### src/rtl/setpoint_pkg.sv
// Shared types and constants for the greenhouse setpoint editor, plus the
// saturating step used for every UP/DOWN edit.
package setpoint_pkg;

    localparam int SP_W = 8;

    typedef logic [SP_W-1:0] sp_t;

    typedef enum logic [1:0] {
        ST_IDLE      = 2'd0,
        ST_EDIT_TEMP = 2'd1,
        ST_EDIT_HUM  = 2'd2,
        ST_COMMIT    = 2'd3
    } state_e;

    localparam sp_t TEMP_DEF_C = 8'd72;
    localparam sp_t HUM_DEF_C  = 8'd60;
    localparam sp_t TEMP_MIN_C = 8'd50;
    localparam sp_t TEMP_MAX_C = 8'd95;
    localparam sp_t HUM_MIN_C  = 8'd20;
    localparam sp_t HUM_MAX_C  = 8'd90;

    localparam logic [31:0] TIMEOUT_CYC_C  = 32'd500_000_000;
    localparam logic [31:0] REPEAT_DELAY_C = 32'd50_000_000;
    localparam logic [31:0] REPEAT_RATE_C  = 32'd10_000_000;

    // One step is taken in SP_W+1 bits so the carry/borrow shows up in the MSB
    // instead of wrapping; the result is then clamped into [lo, hi].
    function automatic sp_t sat_step(input sp_t val, input logic inc, input logic dec,
                                     input sp_t lo, input sp_t hi);
        logic [SP_W:0] t;
        t = {1'b0, val};
        if (inc && !dec) begin
            t = t + (SP_W+1)'(1);
        end else if (dec && !inc) begin
            t = t - (SP_W+1)'(1);
        end else begin
            return val;
        end
        if (t[SP_W]) begin
            t = inc ? {1'b0, hi} : {1'b0, lo};
        end
        if (t > {1'b0, hi}) begin
            t = {1'b0, hi};
        end
        if (t < {1'b0, lo}) begin
            t = {1'b0, lo};
        end
        return t[SP_W-1:0];
    endfunction

endpackage

### src/rtl/setpoint_menu_hold_repeat.sv
// Auto-repeat generator: a level held for REPEAT_DELAY cycles yields a step,
// then one more step every REPEAT_RATE cycles until the level drops.
module hold_repeat #(
    parameter logic [31:0] REPEAT_DELAY = 32'd50_000_000,
    parameter logic [31:0] REPEAT_RATE  = 32'd10_000_000
) (
    input  logic clk,
    input  logic rst_n,
    input  logic level_i,
    output logic step_o
);

    logic [31:0] cnt_q, cnt_d;
    logic        rep_q, rep_d;

    always_ff @(posedge clk or negedge rst_n) begin
        if (!rst_n) begin
            cnt_q <= '0;
            rep_q <= 1'b0;
        end else begin
            cnt_q <= cnt_d;
            rep_q <= rep_d;
        end
    end

    // rep_q selects between the initial hold delay and the repeat period.
    always_comb begin
        cnt_d  = cnt_q;
        rep_d  = rep_q;
        step_o = 1'b0;
        if (!level_i) begin
            cnt_d = '0;
            rep_d = 1'b0;
        end else if (!rep_q && cnt_q == REPEAT_DELAY - 32'd1) begin
            step_o = 1'b1;
            cnt_d  = '0;
            rep_d  = 1'b1;
        end else if (rep_q && cnt_q == REPEAT_RATE - 32'd1) begin
            step_o = 1'b1;
            cnt_d  = '0;
        end else begin
            cnt_d = cnt_q + 32'd1;
        end
    end

endmodule

### src/rtl/setpoint_menu.sv
// Three-button setpoint editor: IDLE -> EDIT_TEMP -> EDIT_HUM -> COMMIT.
// Define SETPOINT_AUTOREPEAT_EN to add hold-to-repeat on up_level/dn_level.
module setpoint_menu
    import setpoint_pkg::*;
#(
    parameter sp_t         TEMP_DEF     = TEMP_DEF_C,
    parameter sp_t         HUM_DEF      = HUM_DEF_C,
    parameter sp_t         TEMP_MIN     = TEMP_MIN_C,
    parameter sp_t         TEMP_MAX     = TEMP_MAX_C,
    parameter sp_t         HUM_MIN      = HUM_MIN_C,
    parameter sp_t         HUM_MAX      = HUM_MAX_C,
    parameter logic [31:0] TIMEOUT_CYC  = TIMEOUT_CYC_C,
    parameter logic [31:0] REPEAT_DELAY = REPEAT_DELAY_C,
    parameter logic [31:0] REPEAT_RATE  = REPEAT_RATE_C
) (
    input  logic            clk,
    input  logic            rst_n,
    input  logic            up_click,
    input  logic            dn_click,
    input  logic            sel_click,
    input  logic            up_level,
    input  logic            dn_level,
    output logic [SP_W-1:0] temp_sp,
    output logic [SP_W-1:0] hum_sp,
    output logic [SP_W-1:0] edit_val,
    output logic [1:0]      mode,
    output logic            sp_update
);

    state_e      state_q, state_d;
    sp_t         edit_q, edit_d;
    sp_t         temp_q, temp_d;
    sp_t         hum_q, hum_d;
    sp_t         stg_temp_q, stg_temp_d;
    sp_t         stg_hum_q, stg_hum_d;
    logic [31:0] tmo_q, tmo_d;
    logic        upd_q, upd_d;

    logic in_edit;
    logic up_rep, dn_rep;
    logic up_ev, dn_ev, any_click, expire;

    assign in_edit = (state_q == ST_EDIT_TEMP) || (state_q == ST_EDIT_HUM);

`ifdef SETPOINT_AUTOREPEAT_EN
    logic up_hold, dn_hold;

    // Holding both buttons is treated as no intent, so neither side repeats.
    assign up_hold = up_level && !dn_level && in_edit;
    assign dn_hold = dn_level && !up_level && in_edit;

    hold_repeat #(
        .REPEAT_DELAY (REPEAT_DELAY),
        .REPEAT_RATE  (REPEAT_RATE)
    ) u_up_repeat (
        .clk     (clk),
        .rst_n   (rst_n),
        .level_i (up_hold),
        .step_o  (up_rep)
    );

    hold_repeat #(
        .REPEAT_DELAY (REPEAT_DELAY),
        .REPEAT_RATE  (REPEAT_RATE)
    ) u_dn_repeat (
        .clk     (clk),
        .rst_n   (rst_n),
        .level_i (dn_hold),
        .step_o  (dn_rep)
    );
`else
    logic [65:0] unused_repeat;
    assign unused_repeat = {up_level, dn_level, REPEAT_DELAY, REPEAT_RATE};
    assign up_rep = 1'b0;
    assign dn_rep = 1'b0;
`endif

    assign up_ev     = up_click || up_rep;
    assign dn_ev     = dn_click || dn_rep;
    assign any_click = up_ev || dn_ev || sel_click;
    assign expire    = in_edit && (tmo_q == TIMEOUT_CYC - 32'd1) && !any_click;

    always_ff @(posedge clk or negedge rst_n) begin
        if (!rst_n) begin
            state_q    <= ST_IDLE;
            edit_q     <= '0;
            temp_q     <= TEMP_DEF;
            hum_q      <= HUM_DEF;
            stg_temp_q <= '0;
            stg_hum_q  <= '0;
            tmo_q      <= '0;
            upd_q      <= 1'b0;
        end else begin
            state_q    <= state_d;
            edit_q     <= edit_d;
            temp_q     <= temp_d;
            hum_q      <= hum_d;
            stg_temp_q <= stg_temp_d;
            stg_hum_q  <= stg_hum_d;
            tmo_q      <= tmo_d;
            upd_q      <= upd_d;
        end
    end

    // Next state and idle-timeout counter; sel outranks the timeout.
    always_comb begin
        state_d = state_q;
        tmo_d   = '0;
        case (state_q)
            ST_IDLE: begin
                if (sel_click) state_d = ST_EDIT_TEMP;
            end
            ST_EDIT_TEMP, ST_EDIT_HUM: begin
                tmo_d = any_click ? 32'd0 : tmo_q + 32'd1;
                if (sel_click) begin
                    state_d = (state_q == ST_EDIT_TEMP) ? ST_EDIT_HUM : ST_COMMIT;
                end else if (expire) begin
                    state_d = ST_IDLE;
                    tmo_d   = '0;
                end
            end
            ST_COMMIT: begin
                state_d = ST_IDLE;
            end
            default: begin
                state_d = ST_IDLE;
            end
        endcase
    end

    // Datapath updates for edit value, staging and committed setpoints.
    always_comb begin
        edit_d     = edit_q;
        temp_d     = temp_q;
        hum_d      = hum_q;
        stg_temp_d = stg_temp_q;
        stg_hum_d  = stg_hum_q;
        upd_d      = 1'b0;
        case (state_q)
            ST_IDLE: begin
                if (sel_click) edit_d = temp_q;
            end
            ST_EDIT_TEMP: begin
                if (sel_click) begin
                    stg_temp_d = edit_q;
                    edit_d     = hum_q;
                end else if (expire) begin
                    edit_d     = '0;
                    stg_temp_d = '0;
                    stg_hum_d  = '0;
                end else begin
                    edit_d = sat_step(edit_q, up_ev, dn_ev, TEMP_MIN, TEMP_MAX);
                end
            end
            ST_EDIT_HUM: begin
                if (sel_click) begin
                    stg_hum_d = edit_q;
                end else if (expire) begin
                    edit_d     = '0;
                    stg_temp_d = '0;
                    stg_hum_d  = '0;
                end else begin
                    edit_d = sat_step(edit_q, up_ev, dn_ev, HUM_MIN, HUM_MAX);
                end
            end
            ST_COMMIT: begin
                temp_d = stg_temp_q;
                hum_d  = stg_hum_q;
                upd_d  = 1'b1;
                edit_d = '0;
            end
            default: begin
                edit_d = '0;
            end
        endcase
    end

    assign temp_sp   = temp_q;
    assign hum_sp    = hum_q;
    assign edit_val  = edit_q;
    assign mode      = state_q;
    assign sp_update = upd_q;

endmodule

### config.mk
export PLATFORM = sky130hd
export DESIGN_NAME = setpoint_menu
export DESIGN_NICKNAME = d
export VERILOG_FILES = /design/src/rtl/setpoint_pkg.sv /design/src/rtl/setpoint_menu_hold_repeat.sv /design/src/rtl/setpoint_menu.sv
export SDC_FILE = /design/constraint.sdc
export NUM_CORES = 1
export LEC_CHECK = 0
export CAP_MARGIN = 20
export CORE_ASPECT_RATIO = 0.8
export CORE_MARGIN = 3
export CORE_UTILIZATION = 55
export DETAILED_ROUTE_END_ITERATION = 10
export PLACE_DENSITY = 0.76
export REMOVE_ABC_BUFFERS = 1
export SYNTH_ARGS = -nofsm -noshare
export SYNTH_HDL_FRONTEND = slang
export SYNTH_SLANG_ARGS = --single-unit
### constraint.sdc
create_clock -name clk -period 3.35 [get_ports clk]
set_input_delay 0.67 -clock clk [delete_from_list [all_inputs] [get_ports clk]]
set_output_delay 0.67 -clock clk [all_outputs]
set_load 0.05 [all_outputs]
==> flow_summary.ini <==
[floorplan]
initial_utilization = 0.582
ios = 34
die_w_um = 103
row_count = 27
die_y_um = 83.3
die-area_mm2 = 0.00855
core_mm2 = 0.00706

[placement]
dp_slack_ps = -460
gp_congestion = 0.912
io_buffers = 31
place_hpwl_um = 7300

[drt]
vias_per_cell = 6.17
first_pass_iters = 5
route.final.wire_length_um = 10300
avgRoutedWirePerCell_um = 18.0
routed-via-count = 3542
drc_errors = 0
detail-route-antenna-nets = 0
drt_iter0_drc = 386

[timing]
period_needed_ps = 3240
fmax_mhz = 309
worst_slew_pin_slew_ps = 928
rsz0062_at_grt = yes
setup_tns_ps = 0
maxSlewHeadroom = 0.381
drv_slew = 0
worst_slack_ps = 110
finalCritPeriodShare = 0.967
skew_ps = 7.91
hold_viol = 0
finalSetupViolations = 0

[status]
outcome = finished clean

[global_route]
grt_antenna_before_repair = 0
grt_pass1_vias = 3314
grt_max_degree = 76
grt_overflow = 0
grt_use_total = 0.253
grt_pass1_wl_um = 17000

[logic_synthesis]
yosys.area.top_type = dfrtp_1
synth_cell_type_count = 56
syn-instance-count = 431
ys.warnings.count = 0
synth_top_area_frac = 0.420
yosys-top-cells-area = dfrtp_1, xor2_1, nand2_1, dfstp_2, mux2_2
synth-async-reset-ratio = 1.00
synth-seq-area-share = 0.458
syn_area_per_cell_um2 = 9.54
ys.flop_type = dfrtp_1
netlist_area_mm2 = 0.00411
synth-seq-cells = 75
synth_edf_count = 0

[clocking]
htree_levels = 3
cts_buffers = 9
root_buffer = clkbuf_8
clock_sinks = 75
clockBufferDepth = 2
clk_latency_ps = 340
cts_tree = yes
cts.clk_slew.worst_paths_ps = 80

[cells_and_area]
antenna_cells = 0
drive_above_1_share = 0.162
nNetsFinal = 501
syn_to_final_growth_pct = 19.8

[setup_path]
worstPathMaxFanout = 10
path_class = in -> reg
required_ps = 3580
crit_chain = clkdlybuf4s50_1 > inv_1 > ha_1 > buf_4 > nor2b_1 > a22oi_1 > xnor2_1 > nor3_1 > o311ai_0 > nand3_1 > a221o_1 > o21a_1
end_kind = register
crit_slowest_cell = clkdlybuf4s50_1
cp-start-kind = input port
max_stage_delay_ps = 480
worstPathArrival_ps = 3470

[power]
ir_drop_mv = 0.527
pwr_density_cell_mw_per_mm2 = 872
p_switching_mw = 1.94
intPower_mw = 2.35
pwr-share-seq = 0.330
p_leak_nw = 2.09
power.share.combinational = 0.505
p_sw_frac = 0.452
clockPowerShare = 0.166

[worst_hold_path]
worstHoldPathType = in -> async

[job]
cap_violations = 0
## path summary, 6_finish.rpt
path / from / end / slack (ps) / depth (start not counted)
setup / recovery: dn_click / edit_val[1] / 110 / 12
hold / removal: rst_n / tmo_q[19] / 450 / 1
setup reg to reg: edit_val[0] / edit_val[1] / 440 / 10
hold reg to reg: stg_hum_q[2] / stg_hum_q[2] / 510 / 1
max in group asynchronous: rst_n / stg_temp_q[5] / 2300 / 1
min in group clk: stg_hum_q[2] / stg_hum_q[2] / 510 / 1
## power groups by stage
stage          Sequential (mW)  Combinational (mW)  Clock, mW
2_1_floorplan             1.78               0.903          0
3_3_place_gp              1.41                2.06          0
3_5_place_dp              1.42                2.08          0
4_1_cts                   1.40                2.10      0.719
5_1_grt                   1.44                2.32      0.757
6_report                  1.42                2.17      0.711
## worst max-delay path: cells and delay by family
family                   cells  cell delay, ps
buffers and inverters        3             710
adder cells (fa/ha/maj)      1             190
AND/OR/NAND/NOR              3             500
AO/OA/AOI/OAI                4             990
XOR/XNOR                     1             380
## repair_timing
action | in CTS | in global routing
setup endpoints to repair | 2 | 5
setup buffers | 0 | 1
resized for setup | 1 | 11
hold buffers | 0 | 0
pin swaps | 0 | 6
gates cloned | 0 | 0
## Yosys cell counts (all sizes together) (4+ instances only)
cell / count
dfrtp: 69
nand2: 45
nor2: 42
a21oi: 27
o21ai: 23
xor2: 21
a22o: 16
clkbuf: 15
inv: 14
mux2: 14
nand3: 12
ha: 11
or3: 11
and3: 10
xnor2: 9
nand4: 8
nor3: 7
a31oi: 6
dfstp: 6
a21boi: 5
nor2b: 5
o211ai: 5
nor4: 4
## stage by stage
stage | instances | util | total power [mW] | hold WS, ps | instance area, um2
detailed placement | 558 | 0.660 | 3.50 | 485 | 4660
CTS | 573 | 0.689 | 4.22 | 493 | 4860
finish | 574 | 0.697 | 4.29 | 450 | 4920
global route | 574 | 0.697 | 4.53 | 507 | 4920
floorplan | 413 | - | 2.69 | 374 | 4040
global placement | 558 | 0.660 | 3.47 | 475 | 4660
## logic make-up after synthesis
logic type	after synthesis	share of synthesized area
AO/OA/AOI/OAI	105	0.171
XOR/XNOR	30	0.0639
adder cells (fa/ha/maj)	11	0.0335
buffers and inverters	32	0.0292
flip-flops	75	0.458
multiplexers	15	0.0408
AND/OR/NAND/NOR	163	0.203
## placed cells by master (no fill, tap or decap), drive strengths merged, types with 10 or more instances in the layout
cell type       n
dfrtp          69
ha             11
or3            11
xor2           21
inv            14
nand2          45
mux2           14
o21ai          23
a22o           16
buf            29
clkdlybuf4s50  29
nor2           42
and3           10
clkbuf         11
a21oi          27
nand3          12
## state kept, by name, summed over array words and instances, names as in the netlist
signal      flops
sp_update       1
stg_temp_q      8
tmo_q          32
edit_val        8
hum_sp          8
stg_hum_q       8
mode            2
temp_sp         8
## metal layers
| layer | part of all wire | wire [um] | track usage |
|---|---|---|---|
| met1 | 0.48 | 4960 | 0.419 |
| met2 | 0.43 | 4400 | 0.338 |
| met3 | 0.083 | 858 | 0.0537 |
| met4 | 0.0088 | 91 | 0.0477 |
| met5 | 0 | 0 | 0 |
## final cells by class
| type | count | area, um2 |
|---|---|---|
| Timing Repair Buffer | 59 | 517 |
| Sequential cell | 75 | 1880 |
| Inverter | 14 | 52.6 |
| Multi-Input combinational cell | 324 | 2160 |
| Clock inverter | 4 | 50.0 |
| Clock buffer | 11 | 151 |
| Fill cell | 550 | 2140 |
| Tap cell | 87 | 109 |
Power figures use the tool's default switching activity.
